<file path="src/rtl/constraint_pkg.sv">
// Shared types and helpers for the solver-flow constraint checkers.
// Reduction mode encodings and a width-generic saturating increment.
package constraint_pkg;

    typedef enum logic [1:0] {
        MODE_ANY  = 2'd0,
        MODE_ALL  = 2'd1,
        MODE_NONE = 2'd2,
        MODE_PAR  = 2'd3
    } red_mode_e;

    localparam int SAT_MAX_W = 32;

    // Saturates at the all-ones value of a counter that is 'width' bits wide.
    function automatic logic [SAT_MAX_W-1:0] sat_inc(input logic [SAT_MAX_W-1:0] cnt,
                                                     input int unsigned width);
        logic [SAT_MAX_W-1:0] lim;
        lim = (width >= SAT_MAX_W) ? '1 : ((SAT_MAX_W'(1) << width) - SAT_MAX_W'(1));
        return (cnt >= lim) ? lim : cnt + SAT_MAX_W'(1);
    endfunction

endpackage

</file>
<file path="src/rtl/constraint_lane.sv">
// One constraint channel: builds the inverted shifted word for the first stage
// and reduces the already-registered word for the second stage.
module constraint_lane
    import constraint_pkg::*;
#(
    parameter int W  = 18,
    parameter int SW = 5
) (
    input  logic [W-1:0]  operand_i,
    input  logic [SW-1:0] shift_i,
    input  logic [W-1:0]  stage_word_i,
    input  red_mode_e     mode_i,
    output logic [W-1:0]  word_o,
    output logic          red_o
);

    logic [W-1:0] shifted;

    // Oversized shifts are forced to zero explicitly so the result never
    // depends on how a tool treats shift amounts beyond the operand width.
    always_comb begin
        shifted = '0;
        if (shift_i < SW'(W)) begin
            shifted = operand_i >> shift_i;
        end
        word_o = ~shifted;
    end

    always_comb begin
        red_o = 1'b0;
        case (mode_i)
            MODE_ANY:  red_o = |stage_word_i;
            MODE_ALL:  red_o = &stage_word_i;
            MODE_NONE: red_o = ~|stage_word_i;
            MODE_PAR:  red_o = ^stage_word_i;
            default:   red_o = 1'b0;
        endcase
    end

endmodule

</file>
<file path="config.mk">
export PLATFORM = sky130hd
export DESIGN_NAME = constraint_lane
export DESIGN_NICKNAME = d
export VERILOG_FILES = /design/src/rtl/constraint_pkg.sv /design/src/rtl/constraint_lane.sv
export SDC_FILE = /design/constraint.sdc
export NUM_CORES = 1
export LEC_CHECK = 0
export ABC_CLOCK_PERIOD_IN_PS = 4400
export BUFFER_PORTS_ARGS = -buffer_cell sky130_fd_sc_hd__buf_4
export CAP_MARGIN = 0
export CORE_MARGIN = 1
export CORE_UTILIZATION = 50
export DETAILED_ROUTE_END_ITERATION = 6
export PLACE_DENSITY_LB_ADDON = 0.3
export SYNTH_ARGS = -nofsm -noshare
export SYNTH_HDL_FRONTEND = slang
export SYNTH_SLANG_ARGS = --single-unit
</file>
<file path="constraint.sdc">
create_clock -name vclk -period 4.4
set_input_delay 1.32 -clock vclk [all_inputs]
set_output_delay 1.32 -clock vclk [all_outputs]
set_load 0.01 [all_outputs]
</file>
==> flow_summary.ini, run 1 <==
[setup_path]
required_ns = 3.08
crit_fanout = 12
crit_chain = buf_4 -> mux4_1 -> mux4_2 -> nand2_1 -> o31a_1 -> buf_4
endpoint_kind = output pin
cp_common_cell = buf_4
critical_path_class = in2out
worst-path-buf-inv = 2
slowest_delay_ns = 0.63
critPathLaunchType = input port
cpMaxStageDelayCell = mux4_1
worstPathArrival_ns = 2.96
cp.depth = 6
crit_family = multiplexers

[power_and_ir_drop]
ir_worst_vdd_v = 0.0000820
p_per_area_nw_per_um2 = 111
p_leak_nw = 0.884
total_power_uw = 195

[clock_network]
cts-resized-gates = 0
cts-hold-fix-buffers = 0
post_cts_buffers = 0

[logic_synthesis]
yosys.area.top_type_share = 0.191
yosysWarnings = 0
yosysTopAreaCell = mux4_2
ys_types = 31
syn_inst = 143
syn_area_sq_um = 1290
syn_avg_cell_area_sq_um = 9.05
syn_nets = 204
yosysSeqAreaShare = 0
synthTopCellsByArea = mux4_2, ha_1, mux4_1

[global_routing]
grt_overflow = 0
grt_use_total = 0.255
antenna_found_initial = 0
grt_pass1_wl_um = 5400
grt_max_degree = 23
first_global_vias = 1253

[place]
placed_area_sq_um = 1760
place_hpwl_um = 2800
numPortBuffers = 62
place.gp.congestion = 0.819

[cells_and_area]
layout-drive-gt1-share = 0.409
stdcell_area_sq_um = 1760
final_nets = 261
antennaDiodeCount = 0
mostFrequentLayoutCells = buf_4, inv_1, nand2_1, ha_1
post-route-util = 0.718
seq_cells = 0
layout_commonest_cell = buf_4
syn_to_final_growth_pct = 36.3
n_clock_buffer = 0
regArea_sq_um = 0

[timing]
slew_headroom = 0.798
rsz0062_at_grt = no
fin_crit_ns = 4.28
slew_viol_final = 0
finalSetupViolations = 0
clock.fmax_ghz = 0.234
fin_setup_tns_ns = 0
whs_ns = 2.95
period_share = 0.973
worst-slew-pin-transition_ns = 0.303
hold_viol_final = 0

[min_path]
holdPathStages = 3
min_path_type = in2out

[detailed_routing]
vias_per_cell = 5.81
wirelength_um = 3270
wl_per_cell_um = 14.3
drtAntennaViolNets = 0
first_pass_iters = 4
via_count = 1324
drc = 0
drt-initial-drc-count = 20

[floorplanning]
die_y_um = 52.9
dieArea_sq_um = 2790
io_pins = 62
die_x_um = 52.9
coreArea_sq_um = 2450
num_rows = 18
initial_core_util = 0.527

[job]
maxCapViolCount = 0

[run_status]
outcome = finished, final reports clean
-- area by class of cell --
type	instances	area, sq um
Fill cell	200	692
Inverter	20	75.1
Timing Repair Buffer	64	480
Tap cell	30	37.5
Multi-Input combinational cell	114	1170
-- logic make-up after synthesis --
kind of cell	count (synthesis)	share of synthesized area
AO/OA/AOI/OAI	16	0.0870
XOR/XNOR	5	0.0551
buffers and inverters	29	0.0957
multiplexers	32	0.422
AND/OR/NAND/NOR	43	0.166
adder cells (fa/ha/maj)	18	0.174
-- per-layer routing --
metal  up-vias  routed length [um]  GRT usage  share of wire
li1        641                   -          -              -
met3         2                 126    0.00575          0.039
met4         0                  17     0.0263         0.0052
met5         -                   0          0              0
met2        40                1730      0.464           0.53
met1       641                1390      0.345           0.43
-- synth_stat cells (all sizes together) --
master / n
o21ai: 4
inv: 20
nor2b: 1
nor3: 1
and3: 1
ha: 18
mux2: 5
mux4: 16
o22ai: 1
nand4: 3
clkbuf: 5
xnor3: 2
buf: 4
o211ai: 6
nand2b: 6
xnor2: 2
or2: 1
a21oi: 1
nand3: 2
nand2: 19
nor2: 2
o31a: 3
or3: 6
mux2i: 11
nor4b: 1
xor2: 1
a311o: 1
-- worst min-delay path, stage by stage --
cell	delay [ns]
buf_4	0.10
or3_1	0.10
buf_4	0.11
-- stage by stage --
step | std cells | setup WS (ns)
3_5_place_dp | 228 | 0.115
5_1_grt | 228 | 0.0450
2_1_floorplan | 143 | 0.407
6_report | 228 | 0.120
4_1_cts | 228 | 0.107
3_3_place_gp | 228 | 0.152
-- power breakdown --
group	total (mW)	internal [mW]	switching, mW	leakage (nW)
Sequential	0	0	0	0
Combinational	0.195	0.112	0.0831	0.884
Clock	0	0	0	0
-- worst paths after layout --
| check | start | slack, ns | endpoint |
|---|---|---|---|
| max | shift_i[0] | 0.12 | word_o[0] |
| min | shift_i[4] | 2.95 | word_o[16] |
No activity file was read; power rests on OpenSTA's default activity.
==> inputs of run 2 (changes only) <==
Settings changed: CORE_MARGIN 1 to 3.
==> run 2 against run 1 <==
Sequential cell count did not move; cell count fell by 0.88%; non-clock buffer count did not move; global-route usage fell by 3.7 points; highest routed layer unchanged.
==> flow_summary.ini, run 2 (same netlist as run 1, synthesis figures left out) <==
[detailed_routing]
wl_met2_um = 1830
drc = 0
first_pass_iters = 5
routed-wl-met3_um = 227
drtAntennaViolNets = 0
via_count = 1313
drt-initial-drc-count = 28
wl_met1_um = 1450
top_layer = met4
wl_per_cell_um = 15.6
vias_per_cell = 5.81
wirelength_um = 3530

[power_and_ir_drop]
ir_worst_vdd_v = 0.0000760
total_power_uw = 197
p_leak_nw = 0.884
p_per_area_nw_per_um2 = 112

[place]
place_hpwl_um = 3060
placed_cells = 226
place.gp.congestion = 0.815
numPortBuffers = 62

[cells_and_area]
regArea_sq_um = 0
seq_cells = 0
n_clock_buffer = 0
antennaDiodeCount = 0
fill_cells = 178
layout_commonest_cell = buf_4
stdcell_count = 226
final_nets = 261
syn_to_final_growth_pct = 36.1
mostFrequentLayoutCells = buf_4, inv_1, nand2_1, ha_1
multi_input_area_sq_um = 1170
layout-drive-gt1-share = 0.409
post-route-util = 0.752

[run_status]
outcome = finished, final reports clean

[clock_network]
cts-hold-fix-buffers = 0
cts-resized-gates = 0
post_cts_buffers = 0

[setup_path]
critical_path_class = in2out
crit_fanout = 12
critPathLaunchType = input port
required_ns = 3.08
endpoint_kind = output pin
worstPathArrival_ns = 3.00

[timing]
finalSetupViolations = 0
whs_ns = 2.95
rsz0062_at_grt = no
fin_setup_tns_ns = 0
fin_crit_ns = 4.32
slew_viol_final = 0
slew_headroom = 0.775
worst-slew-pin-transition_ns = 0.337
period_share = 0.981
hold_viol_final = 0
clock.fmax_ghz = 0.232

[floorplanning]
num_rows = 17
dieArea_sq_um = 3230
die_y_um = 56.9
initial_core_util = 0.553
coreArea_sq_um = 2340
io_pins = 62
die_x_um = 56.9

[global_routing]
grt_use_total = 0.218
grt_pass1_wl_um = 5840
grt_max_degree = 23
grt_overflow = 0
antenna_found_initial = 0
first_global_vias = 1305

[min_path]
min_path_type = in2out

[job]
maxCapViolCount = 0
[run 2: cell counts in the layout (fill, tap and decap cells not counted)]
Identical to the previous run, type by type.
[run 2: where the power goes]
group | switching, mW | leakage, nW | internal [mW]
clock | 0 | 0 | 0
sequential | 0 | 0 | 0
combinational | 0.0849 | 0.884 | 0.112
total | 0.0849 | 0.884 | 0.112
[run 2: final cells by class]
class	count	share of cell area
inverters	20	0.0426
multi-input cells	114	0.665
repair buffers	64	0.273
well taps	28	0.0199
[run 2: stage by stage]
step	area (sq um)	setup WS (ns)
final	1760	0.0843
after global routing	1760	0.00456
after CTS	1760	0.0784
after detailed placement	1760	0.0853
after global placement	1760	0.156
after floorplan	1290	0.407
[run 2: path summary, 6_finish.rpt]
path / endpoint / startpoint / cells past startpoint
setup / recovery: word_o[0] / shift_i[0] / 6
hold / removal: word_o[17] / shift_i[4] / 3
[run 2: worst max-delay path, stage by stage]
cell	delay, ns
buf_4	0.20
mux4_1	0.65
mux4_2	0.48
nand2_1	0.08
o31a_1	0.14
buf_4	0.12
[run 2: routing by layer]
metal / vias to the layer above / GRT usage
met1: 619 / 0.279
li1: 639 / -
met5: - / 0
met3: 2 / 0.00460
met2: 53 / 0.421
met4: 0 / 0.0166
==> inputs of run 3 (changes only) <==
Settings changed: ABC_CLOCK_PERIOD_IN_PS 4400 to 3700, CORE_ASPECT_RATIO from default to 2, CORE_UTILIZATION 50 to 45.
Clock period 4.4 ns to 3.7 ns, I/O delays scaled along.
==> run 3 against run 2 <==
The run now ends with setup timing left; final area grew 14%; hold slack got worse by 0.42 ns; critical path depth is the same; via count grew 7.0%; combinational power rose by 42%; count of clock-buffer cells in the layout stayed put; sequential share of layout area unchanged; power is 41% higher; die area up 11%; cell count is 5.8% higher.
==> flow_summary.ini, run 3 (same netlist as run 1, synthesis figures left out) <==
[place]
place.gp.congestion = 0.857
numPortBuffers = 62
place_hpwl_um = 3440

[cells_and_area]
mostFrequentLayoutCells = buf_4, nand2_1, mux4_2, ha_1, mux2i_1
regArea_sq_um = 0
antennaDiodeCount = 0
post-route-util = 0.759
seq_cells = 0
n_clock_buffer = 0
layout-drive-gt1-share = 0.545
layout_commonest_cell = buf_4
syn_to_final_growth_pct = 54.5
final_nets = 274

[global_routing]
first_global_vias = 1470
grt_pass1_wl_um = 6600
grt_overflow = 0
antenna_found_initial = 0
grt_max_degree = 23
grt_use_total = 0.243

[floorplanning]
num_rows = 26
io_pins = 62
die_y_um = 81.8
die_x_um = 43.9
dieArea_sq_um = 3590
coreArea_sq_um = 2640
initial_core_util = 0.491

[detailed_routing]
via_count = 1405
drc = 0
first_pass_iters = 4
wl_per_cell_um = 17.9
drt-initial-drc-count = 51
wirelength_um = 4290
drtAntennaViolNets = 0
vias_per_cell = 5.88

[setup_path]
endpoint_kind = output pin
crit_fanout = 7
required_ns = 2.59
critical_path_class = in2out
worstPathArrival_ns = 2.60
critPathLaunchType = input port

[min_path]
min_path_type = in2out
holdPathStages = 3
whs_endpoint = word_o[17]
min_from = shift_i[4]

[timing]
fin_crit_ns = 3.71
rsz0062_at_grt = yes
slew_headroom = 0.758
period_share = 1.00
hold_viol_final = 0
slew_viol_final = 0
clock.fmax_ghz = 0.270
timing.final.ws_setup_ns = -0.00870
worst-slew-pin-transition_ns = 0.363
fin_setup_tns_ns = -0.00870
finalSetupViolations = 1

[power_and_ir_drop]
ir_worst_vdd_v = 0.000101
p_per_area_nw_per_um2 = 140
p_leak_nw = 0.956

[run_status]
violations = setup timing
outcome = finished, violations left

[job]
maxCapViolCount = 0
==> run 3: cell types whose count changed in the layout (fill, tap and decap cells not counted), moves of 2 or more <==
| cell | previous run | this run |
|---|---|---|
| inv_2 | 0 | 6 |
| xnor2_1 | 2 | 0 |
| buf_8 | 0 | 2 |
| mux4_1 | 5 | 1 |
| mux4_2 | 11 | 15 |
| buf_4 | 64 | 68 |
| buf_6 | 0 | 5 |
| ha_4 | 0 | 5 |
| inv_1 | 20 | 10 |
| xnor2_2 | 0 | 2 |
| inv_4 | 0 | 4 |
| ha_1 | 18 | 13 |
==> run 3: critical path, stage by stage <==
cell and delay, ns:
buf_12 0.10, mux4_2 0.53, mux4_2 0.49, nand2_1 0.08, o31a_1 0.15, buf_4 0.13
==> run 3: final cells by class <==
type	instances	area (sq um)
repair buffers	77	644
fillers	193	636
inverters	20	85.1
multi-input cells	114	1230
well taps	28	35.0
==> run 3: routing by layer <==
layer / share of wire / track usage
met5: 0 / 0
met2: 0.61 / 0.528
met4: 0.034 / 0.0604
met1: 0.31 / 0.221
met3: 0.051 / 0.0175
==> run 3: worst max-delay path by stage <==
stage	startpoint	to	slack (ns)
2_1_floorplan	shift_i[0]	word_o[0]	0.13
3_3_place_gp	shift_i[0]	word_o[0]	-0.12
6_report	shift_i[0]	word_o[1]	-0.009
4_1_cts	shift_i[0]	word_o[0]	0.02
5_1_grt	shift_i[0]	word_o[1]	-0.05
3_5_place_dp	shift_i[0]	word_o[3]	-0.15
==> run 3: what timing repair did <==
item / 4_1_cts / 5_1_grt
endpoints found under the setup margin: 9 / 4
gates resized for setup: 20 / 19
setup buffers: 2 / 1
pin swaps: 6 / 7
gates cloned: 1 / 0
hold endpoints to repair: 0 / 0
hold buffers: 0 / 0
==> run 3: stage by stage <==
step	total power [mW]	instances	instance area [sq um]	hold slack, ns	setup slack, ns
4_1_cts	0.270	238	1950	2.53	0.0198
5_1_grt	0.302	239	2000	2.55	-0.0543
3_5_place_dp	0.247	235	1830	2.53	-0.154
2_1_floorplan	0.143	143	1290	2.34	0.127
6_report	0.279	239	2000	2.53	-0.00870
3_3_place_gp	0.239	235	1830	2.53	-0.120
==> run 3: power breakdown <==
part,total [mW],internal (mW),switching [mW],leakage (nW)
clock network,0,0,0,0
registers,0,0,0,0
logic,0.279,0.164,0.115,0.956
total,0.279,0.164,0.115,0.956
